$ cat config.mk
export PLATFORM = sky130hd
export DESIGN_NAME = input_sequencer
export DESIGN_NICKNAME = d
export VERILOG_FILES = /design/src/rtl/input_sequencer.sv
export SDC_FILE = /design/constraint.sdc
export NUM_CORES = 1
export LEC_CHECK = 0
export CAP_MARGIN = 0
export CORE_MARGIN = 4
export CORE_UTILIZATION = 47
export DETAILED_ROUTE_END_ITERATION = 7
export GPL_TIMING_DRIVEN = 0
export HOLD_SLACK_MARGIN = 0.05
export PLACE_DENSITY = 0.81
export REMOVE_ABC_BUFFERS = 1
export SETUP_SLACK_MARGIN = 0.5
export SYNTH_ARGS = -nofsm -noshare
export SYNTH_HDL_FRONTEND = slang
export SYNTH_SLANG_ARGS = --single-unit
$ cat constraint.sdc
create_clock -name clk -period 1.85 [get_ports clk]
set_input_delay 0.2775 -clock clk [delete_from_list [all_inputs] [get_ports clk]]
set_output_delay 0.2775 -clock clk [all_outputs]
set_load 0.02 [all_outputs]
$ cat src/rtl/input_sequencer.sv
// Operator front end for picoMIPS: debounces sw8, captures X1/Y1 from sws,
// launches the cpu and holds its result for the number display.
module input_sequencer #(
  parameter int n          = 8,
  parameter int DEB_CYCLES = 250000,
  parameter int TIMEOUT    = 1024
) (
  input  logic         clk,
  input  logic         reset,
  input  logic         sw8,
  input  logic [n-1:0] sws,
  input  logic         cpu_done,
  input  logic [n-1:0] cpu_result,
  output logic [n-1:0] x_out,
  output logic [n-1:0] y_out,
  output logic         start,
  output logic [n-1:0] display,
  output logic [1:0]   phase,
  output logic         err
);

  localparam int DW = $clog2(DEB_CYCLES + 1);
  localparam int TW = $clog2(TIMEOUT + 1);

  localparam logic [1:0] WAIT_X = 2'd0;
  localparam logic [1:0] WAIT_Y = 2'd1;
  localparam logic [1:0] RUN    = 2'd2;
  localparam logic [1:0] SHOW   = 2'd3;

  logic [1:0]    sync_pipe;
  logic          sw8_db, sw8_db_q;
  logic [DW-1:0] deb_cnt;
  logic [TW-1:0] run_cnt;
  logic [1:0]    state;
  logic          press;

  wire sw8_s = sync_pipe[1];

  assign press = sw8_db & ~sw8_db_q;
  assign phase = state;

  // Debouncer: the synchronised level must disagree with the accepted level
  // for DEB_CYCLES consecutive cycles before it is taken.
  always_ff @(posedge clk) begin
    if (reset) begin
      sync_pipe <= '0;
      sw8_db    <= 1'b0;
      sw8_db_q  <= 1'b0;
      deb_cnt   <= '0;
    end else begin
      sync_pipe <= {sync_pipe[0], sw8};
      sw8_db_q  <= sw8_db;
      if (sw8_s == sw8_db) begin
        deb_cnt <= '0;
      end else if (deb_cnt == DW'(DEB_CYCLES - 1)) begin
        sw8_db  <= sw8_s;
        deb_cnt <= '0;
      end else begin
        deb_cnt <= deb_cnt + 1'b1;
      end
    end
  end

  always_ff @(posedge clk) begin
    if (reset) begin
      state   <= WAIT_X;
      x_out   <= '0;
      y_out   <= '0;
      start   <= 1'b0;
      display <= '0;
      err     <= 1'b0;
      run_cnt <= '0;
    end else begin
      start <= 1'b0;
      case (state)
        WAIT_X: if (press) begin
          x_out <= sws;
          err   <= 1'b0;
          state <= WAIT_Y;
        end
        WAIT_Y: if (press) begin
          y_out   <= sws;
          start   <= 1'b1;
          run_cnt <= '0;
          state   <= RUN;
        end
        // cpu_done is checked first so it wins over a coincident timeout
        RUN: begin
          if (cpu_done) begin
            display <= cpu_result;
            state   <= SHOW;
          end else if (run_cnt == TW'(TIMEOUT - 1)) begin
            err   <= 1'b1;
            state <= SHOW;
          end else begin
            run_cnt <= run_cnt + 1'b1;
          end
        end
        default: if (press) state <= WAIT_X;
      endcase
    end
  end

endmodule

==> impl_metrics.ini, run 1 <==
[run_status]
status = completed

[power_and_ir_drop]
pwr-share-comb_pct = 3.8
p_sw_share_pct = 21.6
p_switching_w = 0.000572
leakage_nw = 1.58
pwr-share-clk_pct = 47.1
pwr-share-seq_pct = 49.2
powerDensity_nw_per_um2 = 643
p_int_w = 0.00208
peakVddDrop_mv = 0.468

[clock_tree]
cts.sink_count = 61
cts_hold_buffers = 0
htreeDepth = 3
cts-root-buf = clkbuf_8
clockBufferDepth = 2
cts.clk_slew.worst_paths_ns = 0.07
clock_latency_ns = 0.34
cts_tree = done
numCtsBuffers = 9

[die]
die_w_um = 84.1
core_um2 = 5570
rows = 27
io_pins = 48
die_y_um = 84.1
start_util_pct = 48.8
dieArea_um2 = 7070

[setup_path]
endpoint_kind = register
timing.rr.start = phase[0]
crit_slowest_cell = dfxtp_4
crit_path_start_kind = register
slowest_delay_ns = 0.37
crit_buf_inv = 3
arrival_ns = 1.94
r2r_cells = 7
r2r_end = phase[0]
crit_family = compound AO/OA/AOI/OAI gates
cp_cell_sequence = inv_4 > ha_4 > buf_4 > buf_4 > o21ai_0 > a2bb2oi_2 > mux2_4
cp.required_ns = 2.07
crit_type = register to register
path_max_fanout = 5
cp_common_cell = buf_4
reg2reg_slack_ns = 0.13
crit_cells = 7

[detailed_routing]
drc = 0
vias = 2633
drtIter0Drc = 175
wl_per_cell_um = 17.1
drt_first_pass_iters = 5
viasPerCell = 5.67
routed_wl_mm = 7.93
ant_nets = 0

[timing]
finalSetupViolCount = 0
final.period_utilization_pct = 93.0
setup_ws_ns = 0.130
rsz0062_at_grt = true
fin_tns_setup_ns = 0
finalHoldViolations = 0
clock_skew_ns = 0.0152
tightest_slew_ns = 0.831
fin_crit_ns = 1.72
drv_slew = 0
fin_hold_ws_ns = 0.456
max_freq_ghz = 0.581
slew_headroom_pct = 44.6

[yosys]
syn-mean-instance-area_um2 = 8.92
syn_inst = 305
netlist.area_leader.share_pct = 44.9
ys_warn_count = 0
ys_seq_area_share_pct = 44.9
synth_edf_count = 0
ys_ff_latch = 61
yosysTopAreaCell = dfxtp_1
synth_top_flop_cell = dfxtp_1
yosysUniqueCellTypes = 51
netlist_area_um2 = 2720
synthTopCellsByArea = dfxtp_1 45%, nand2_1 5.4%, a21oi_1 5.0%, nor2_1 4.4%, mux2i_1 3.3%
ys_async_sr_fraction_pct = 0

[grt]
grt_max_degree = 39
overflow = 0
grt.total_usage_pct = 20.3
antenna_found_initial = 0
grt_pass1_wl_mm = 11.6
first_global_vias = 2519

[min_path]
hp-class = register to register
min_to = y_out[6]
min_from = y_out[6]
hold_depth = 2

[placed_design]
hpwlAfterDp_mm = 4.06
gp_congestion = 0.811
port-buffer-count = 47
dpl-instance-area_um2 = 3190
pre_cts_ws_ns = -0.678

[layout]
nNetsFinal = 414
diodes = 0
final_area_um2 = 4130
area_growth_syn_to_layout_pct = 51.8
seqCellArea_um2 = 1250
fill_cells = 360
multiInputGateArea_um2 = 1730
drive_gt1_share_pct = 35.2

[job]
drv_cap = 0
[logic make-up after synthesis]
kind of cell	after synthesis	synth area share (%)
multiplexers	10	3.73
AND/OR/NAND/NOR	135	25.9
buffers and inverters	23	4.19
flip-flops	61	44.9
XOR/XNOR	13	4.19
adder cells (fa/ha/maj)	6	2.76
AO/OA/AOI/OAI	57	14.4
[power groups by stage]
stage | combinational [W] | sequential [W] | clock, W
after floorplan | 0.0000133 | 0.00135 | 0
after global placement | 0.0000720 | 0.00135 | 0
after detailed placement | 0.0000721 | 0.00135 | 0
after CTS | 0.0000916 | 0.00131 | 0.00125
after global routing | 0.000105 | 0.00131 | 0.00133
final | 0.000100 | 0.00131 | 0.00125
[tightest hold or removal path: stages (launching register included)]
cell and delay, ns:
dfxtp_1 0.31, nand2_1 0.05, a21oi_1 0.05
[final cells by class]
type / instances / area share (%)
Clock buffer: 12 / 4.00
Clock inverter: 3 / 1.06
Inverter: 7 / 0.697
Multi-Input combinational cell: 222 / 41.8
Sequential cell: 61 / 30.4
Tap cell: 72 / 2.18
Timing Repair Buffer: 87 / 19.8
[worst max path at each step]
stage | from | end
floorplan | phase[1] | phase[0]
global placement | reset | run_cnt[6]
detailed placement | reset | run_cnt[2]
CTS | phase[0] | phase[0]
global route | phase[0] | err
finish | phase[0] | phase[0]
[state kept, by name, indices dropped and copies added (netlist names)]
signal / count
err: 1
deb_cnt: 18
start: 1
run_cnt: 11
sw8_db_q: 1
y_out: 8
sync_pipe: 2
display: 8
x_out: 8
phase: 2
sw8_db: 1
[per-layer routing]
metal | up-vias | wire length [um] | GRT usage [%]
li1 | 1255 | - | -
met5 | - | 0 | 0
met2 | 76 | 4310 | 36.4
met4 | 0 | 235 | 8.77
met3 | 27 | 401 | 6.12
met1 | 1275 | 2990 | 21.8
[stage by stage]
| stage | utilization [%] | cells | power, W |
|---|---|---|---|
| floorplan | - | 289 | 0.00136 |
| global placement | 57.3 | 408 | 0.00142 |
| detailed placement | 57.3 | 408 | 0.00142 |
| CTS | 69.7 | 454 | 0.00265 |
| global route | 74.1 | 464 | 0.00274 |
| finish | 74.1 | 464 | 0.00266 |
[Yosys cell counts (2+ instances only)]
cell,number
a21o_1,3
a21oi_1,27
and3_1,4
and4_1,3
buf_2,6
buf_4,3
clkbuf_1,5
dfxtp_1,61
ha_1,6
inv_1,7
mux2i_1,9
nand2_1,39
nand2b_1,3
nand3_1,11
nand3b_1,2
nand4_1,9
nor2_1,32
nor2b_1,3
nor3_1,9
o21a_1,3
o21ai_0,4
o21ai_2,2
o311a_1,2
o311ai_0,2
o31ai_1,4
o41ai_1,6
or4_1,5
xnor2_1,7
xor2_1,6
[placed cells by master, fill, tap and decap left out, types with 9 or more instances in the layout]
cell / Yosys / layout
a21oi_1: 27 / 16
a21oi_2: 0 / 10
buf_4: 3 / 30
clkbuf_8: 0 / 12
clkdlybuf4s50_1: 0 / 18
dfxtp_1: 61 / 50
dlygate4sd2_1: 0 / 22
mux2i_1: 9 / 9
nand2_1: 39 / 31
nand4_1: 9 / 9
nor2_1: 32 / 18
nor2_4: 0 / 10
[repair_timing]
action,CTS,global route
gates cloned,3,0
gates resized for setup,104,46
pin swaps,29,25
setup endpoints to repair,89,61
buffers inserted,28,10
(Power assumes the default switching activity.)
==> run 2: changes to the inputs <==
==> constraint.sdc (replaced) <==
create_clock -name clk -period 1.85 [get_ports clk]
set_input_delay 0.2775 -clock clk [delete_from_list [all_inputs] [get_ports clk]]
set_output_delay 0.2775 -clock clk [all_outputs]
set_load 0.005 [all_outputs]
==> run 2 against run 1 <==
  * Core utilization fell by 0.67 points
  * Count of clock-buffer cells in the layout did not move
  * Critical path depth fell by 1
  * Die area did not move
  * Worst hold slack improved by 0.0033 ns
  * Global-route usage rose by 0.16 points
  * Clock power barely moved
  * Critical path type unchanged
==> impl_metrics.ini, run 2 (synthesized netlist as in run 1, its figures left out) <==
[timing]
finalHoldViolations = 0
max_freq_ghz = 0.577
final.period_utilization_pct = 93.7
clock_skew_ns = 0.0145
rsz0062_at_grt = true
slew_headroom_pct = 50.8
tightest_slew_ns = 0.738
fin_tns_setup_ns = 0
finalSetupViolCount = 0
fin_crit_ns = 1.73
drv_slew = 0

[layout]
reg_top3 = deb_cnt: 18 flops, run_cnt: 11 flops
finalNonFillerCells = 465
regMostFlops = deb_cnt
final_common_cell = dfxtp_1
largest_register_ffs = 18
area_growth_syn_to_layout_pct = 50.4
drive_gt1_share_pct = 32.1
nNetsFinal = 415
diodes = 0
fill_cells = 348
final_cell_mix = 48 x dfxtp_1, 38 x nand2_1, 30 x buf_4, 27 x dlygate4sd2_1, 22 x a21oi_1

[detailed_routing]
drc = 0
drtIter0Drc = 151
vias = 2633
routed_wl_mm = 7.88
wl_per_cell_um = 16.9
ant_nets = 0
drt_first_pass_iters = 4
viasPerCell = 5.66

[grt]
grt_max_degree = 39
antenna_found_initial = 0
grt_pass1_wl_mm = 11.7
overflow = 0
first_global_vias = 2501
grt.total_usage_pct = 20.5

[die]
start_util_pct = 48.8
io_pins = 48
dieArea_um2 = 7070
die_y_um = 84.1
core_um2 = 5570
die_w_um = 84.1
rows = 27

[setup_path]
cp_cell_sequence = inv_4 > ha_4 > nand4b_1 > nor3_4 > a2bb2oi_2 > mux2_4
cp.required_ns = 2.07
endpoint_kind = register
crit_type = register to register
crit_slowest_cell = dfxtp_2
crit_path_start_kind = register
path_max_fanout = 6
slowest_delay_ns = 0.34
arrival_ns = 1.95

[placed_design]
dp_cells = 408
hpwlAfterDp_mm = 4.06
gp_congestion = 0.811
port-buffer-count = 47

[clock_tree]
cts-root-buf = clkbuf_8
clock_latency_ns = 0.34
cts_hold_buffers = 0
clockBufferDepth = 2
cts_tree = done
cts.sink_count = 61
cts.clk_slew.worst_paths_ns = 0.07
numCtsBuffers = 9
htreeDepth = 3

[power_and_ir_drop]
powerDensity_nw_per_um2 = 650
leakage_nw = 1.60
peakVddDrop_mv = 0.462
total_power_w = 0.00266

[run_status]
status = completed

[min_path]
hp-class = register to register

[job]
drv_cap = 0
run 2: changes by cell type in the layout (fill, tap and decap cells not counted), sizes merged:
| cell | delta |
|---|---|
| clkdlybuf4s15 | -5 |
| dlygate4sd2 | +5 |
| buf | +1 |
run 2: what timing repair did:
action                                  in CTS  in global routing
endpoints found under the setup margin      89                 58
cloned                                       3                  0
pin swaps                                   29                 16
buffers inserted                            30                  9
gates resized for setup                    107                 25
run 2: layer usage:
layer | routed length [um] | vias to the layer above | share of wire (%) | track usage (%)
met2 | 4220 | 81 | 54 | 36.7
met1 | 2980 | 1267 | 38 | 22.3
met5 | 0 | - | 0 | 0
li1 | - | 1257 | - | -
met4 | 273 | 0 | 3.5 | 8.33
met3 | 410 | 28 | 5.2 | 6.02
run 2: layout make-up:
type                       instances  area [um2]  area share, %
sequential                        61        1250           30.7
clock buffer                      12         165           4.04
clock inverter                     3        43.8           1.07
tap                               72        90.1           2.20
multi-input combinational        222        1680           41.0
inverter                           7        28.8          0.703
timing repair buffer              88         830           20.3
run 2: power breakdown:
group          switching [W]  leakage [nW]  total (W)  internal (W)
Sequential        0.00000232         0.500    0.00131       0.00131
Combinational      0.0000420         0.986  0.0000961     0.0000540
Clock               0.000531         0.108    0.00126      0.000725
Total               0.000575          1.60    0.00266       0.00208
run 2: path summary, 6_finish.rpt:
check,startpoint,end,slack [ns],depth (start not counted)
setup reg to reg,phase[0],phase[0],0.12,6
setup / recovery,phase[0],phase[0],0.12,6
hold reg to reg,display[2],display[2],0.46,2
hold / removal,display[2],display[2],0.46,2
run 2: critical path: cells and delay by family (launching register included):
| family | cells | cell delay, ns |
|---|---|---|
| compound gates | 1 | 0.23 |
| fa+ha+maj | 1 | 0.17 |
| buf+inv | 1 | 0.07 |
| simple gates | 2 | 0.48 |
| flops | 1 | 0.34 |
| mux | 1 | 0.32 |
run 2: stage by stage:
stage | setup slack [ns] | cell area (um2) | hold slack, ns | utilization [%]
floorplan | -0.236 | 2630 | 0.347 | -
global placement | -0.650 | 3190 | 0.420 | 57.3
CTS | 0.184 | 3900 | 0.454 | 70.0
global route | 0.0544 | 4090 | 0.472 | 73.4
detailed placement | -0.678 | 3190 | 0.447 | 57.3
finish | 0.116 | 4090 | 0.459 | 73.4
==> run 3: changes to the inputs <==
--- a/config.mk
+++ b/config.mk
@@ -13,7 +13,7 @@
 export HOLD_SLACK_MARGIN = 0.05
 export PLACE_DENSITY = 0.81
 export REMOVE_ABC_BUFFERS = 1
-export SETUP_SLACK_MARGIN = 0.5
+export SETUP_SLACK_MARGIN = 0.02
 export SYNTH_ARGS = -nofsm -noshare
 export SYNTH_HDL_FRONTEND = slang
 export SYNTH_SLANG_ARGS = --single-unit
==> run 3 against run 2 <==
  * Fmax down 2.1%
  * Register-to-register slack worse by 0.04 ns
  * Sequential share of layout area up 3.5 points
  * Combinational power down 21%
  * Design area down 12%
  * Global-route usage down 3.1 points
  * Worst setup slack worse by 0.036 ns
  * First-iteration DRC count up 32%
  * Power down 1.5%
  * Count of clock-buffer cells in the layout unchanged
  * Critical path type unchanged
  * Largest power group unchanged
==> impl_metrics.ini, run 3 (synthesized netlist as in run 1, its figures left out) <==
[clock_tree]
numCtsBuffers = 9
clock_latency_ns = 0.34
cts.sink_count = 61
cts.clk_slew.worst_paths_ns = 0.07
clockBufferDepth = 2
cts-root-buf = clkbuf_8
htreeDepth = 3
cts_tree = done

[timing]
max_freq_ghz = 0.565
drv_slew = 0
slew_headroom_pct = 50.7
finalHoldViolations = 0
tightest_slew_ns = 0.740
fin_tns_setup_ns = 0
setup_ws_ns = 0.0800
fin_crit_ns = 1.77
rsz0062_at_grt = false
final.period_utilization_pct = 95.7
clock_skew_ns = 0.0107
finalSetupViolCount = 0

[detailed_routing]
vias = 2382
viasPerCell = 5.49
drc = 0
drt_first_pass_iters = 4
ant_nets = 0
routed_wl_mm = 6.22
wl_per_cell_um = 14.3
drtIter0Drc = 199

[power_and_ir_drop]
p_sw_share_pct = 20.6
p_int_w = 0.00208
p_switching_w = 0.000540
pwr-share-seq_pct = 50.2
peakVddDrop_mv = 0.469
pwr-share-clk_pct = 46.9
pwr-share-comb_pct = 2.9
powerDensity_nw_per_um2 = 729
total_power_w = 0.00262
leakage_nw = 1.26

[die]
die_y_um = 84.1
die_w_um = 84.1
core_um2 = 5570
dieArea_um2 = 7070
start_util_pct = 48.8
io_pins = 48
rows = 27

[job]
drv_cap = 0

[grt]
antenna_found_initial = 0
grt.total_usage_pct = 17.4
first_global_vias = 2262
overflow = 0
grt_max_degree = 39
grt_pass1_wl_mm = 10.1

[run_status]
status = completed

[placed_design]
pre_cts_ws_ns = -0.678
port-buffer-count = 47
dpl-instance-area_um2 = 3190
hpwlAfterDp_mm = 4.06
gp_congestion = 0.811

[layout]
largest_register_ffs = 18
final_cell_mix = 59 x dfxtp_1, 46 x clkdlybuf4s50_1, 38 x nand2_1, 32 x nor2_1, 25 x a21oi_1
regMostFlops = deb_cnt
drive_gt1_share_pct = 14.9
reg_top3 = deb_cnt: 18 flops, run_cnt: 11 flops
fill_cells = 427
final_common_cell = dfxtp_1
final_area_um2 = 3590
nNetsFinal = 384
area_growth_syn_to_layout_pct = 32.1
diodes = 0

[setup_path]
cp_cell_sequence = inv_1 > ha_4 > and3b_4 > o211ai_4 > or4_1 > a21oi_1
crit_path_start_kind = register
crit_slowest_cell = or4_1
r2r_cells = 6
crit_type = register to register
endpoint_kind = register
arrival_ns = 2.04
slowest_delay_ns = 0.50
path_max_fanout = 8
cp.required_ns = 2.12

[min_path]
hold_depth = 2
hp-class = register to register
run 3: cell count changes in the layout (fill, tap and decap cells not counted), sizes merged:
cell / change
buf: -32
clkdlybuf4s50: +28
dlygate4sd2: -27
clkbuf: +2
clkdlybuf4s15: -1
o21ai: -1
run 3: final cells by class:
| cell class | instances | area, um2 | area share (%) |
|---|---|---|---|
| sequential | 61 | 1230 | 34.2 |
| timing repair buffer | 58 | 562 | 15.6 |
| multi-input combinational | 221 | 1480 | 41.1 |
| tap | 72 | 90.1 | 2.51 |
| clock buffer | 12 | 165 | 4.60 |
| inverter | 7 | 26.3 | 0.731 |
| clock inverter | 3 | 43.8 | 1.22 |
run 3: per-stage QoR:
step                      utilization, %  cells  hold WS [ns]
after floorplan                        -    289         0.347
after global placement              57.3    408         0.420
after detailed placement            57.3    408         0.447
after CTS                           62.5    427         0.457
after global routing                64.4    434         0.472
final                               64.4    434         0.456
run 3: final timing paths:
path                               start     endpoint  slack [ns]
worst max-delay path            phase[1]  run_cnt[10]        0.08
worst min-delay path            y_out[6]     y_out[6]        0.46
worst max register to register  phase[1]  run_cnt[10]        0.08
worst min register to register  y_out[6]     y_out[6]        0.46
run 3: metal layers:
layer / routed length [um] / share of wire (%) / global-route usage (%)
met5: 0 / 0 / 0
met4: 72 / 1.2 / 6.14
met3: 345 / 5.5 / 6.22
met2: 3120 / 50 / 30.3
met1: 2680 / 43 / 19.3
run 3: worst max-delay path, delay by kind of cell, from the launching register on:
family                   cells  cell delay [ns]
AO/OA/AOI/OAI                2             0.31
adder cells (fa/ha/maj)      1             0.15
buffers and inverters        1             0.11
flip-flops                   1             0.37
AND/OR/NAND/NOR              2             0.76
run 3: power by group through the flow:
stage               clock network [W]  logic (W)  registers, W
global route                  0.00133  0.0000816       0.00131
detailed placement                  0  0.0000721       0.00135
CTS                           0.00125  0.0000753       0.00132
global placement                    0  0.0000720       0.00135
floorplan                           0  0.0000133       0.00135
finish                        0.00123  0.0000756       0.00131
run 3: repair_timing:
action                                  in CTS  in global routing
resized for setup                            9                 18
setup buffers                                4                  7
hold buffers                                 0                  0
pin swaps                                    3                  7
endpoints found under the setup margin      31                 36
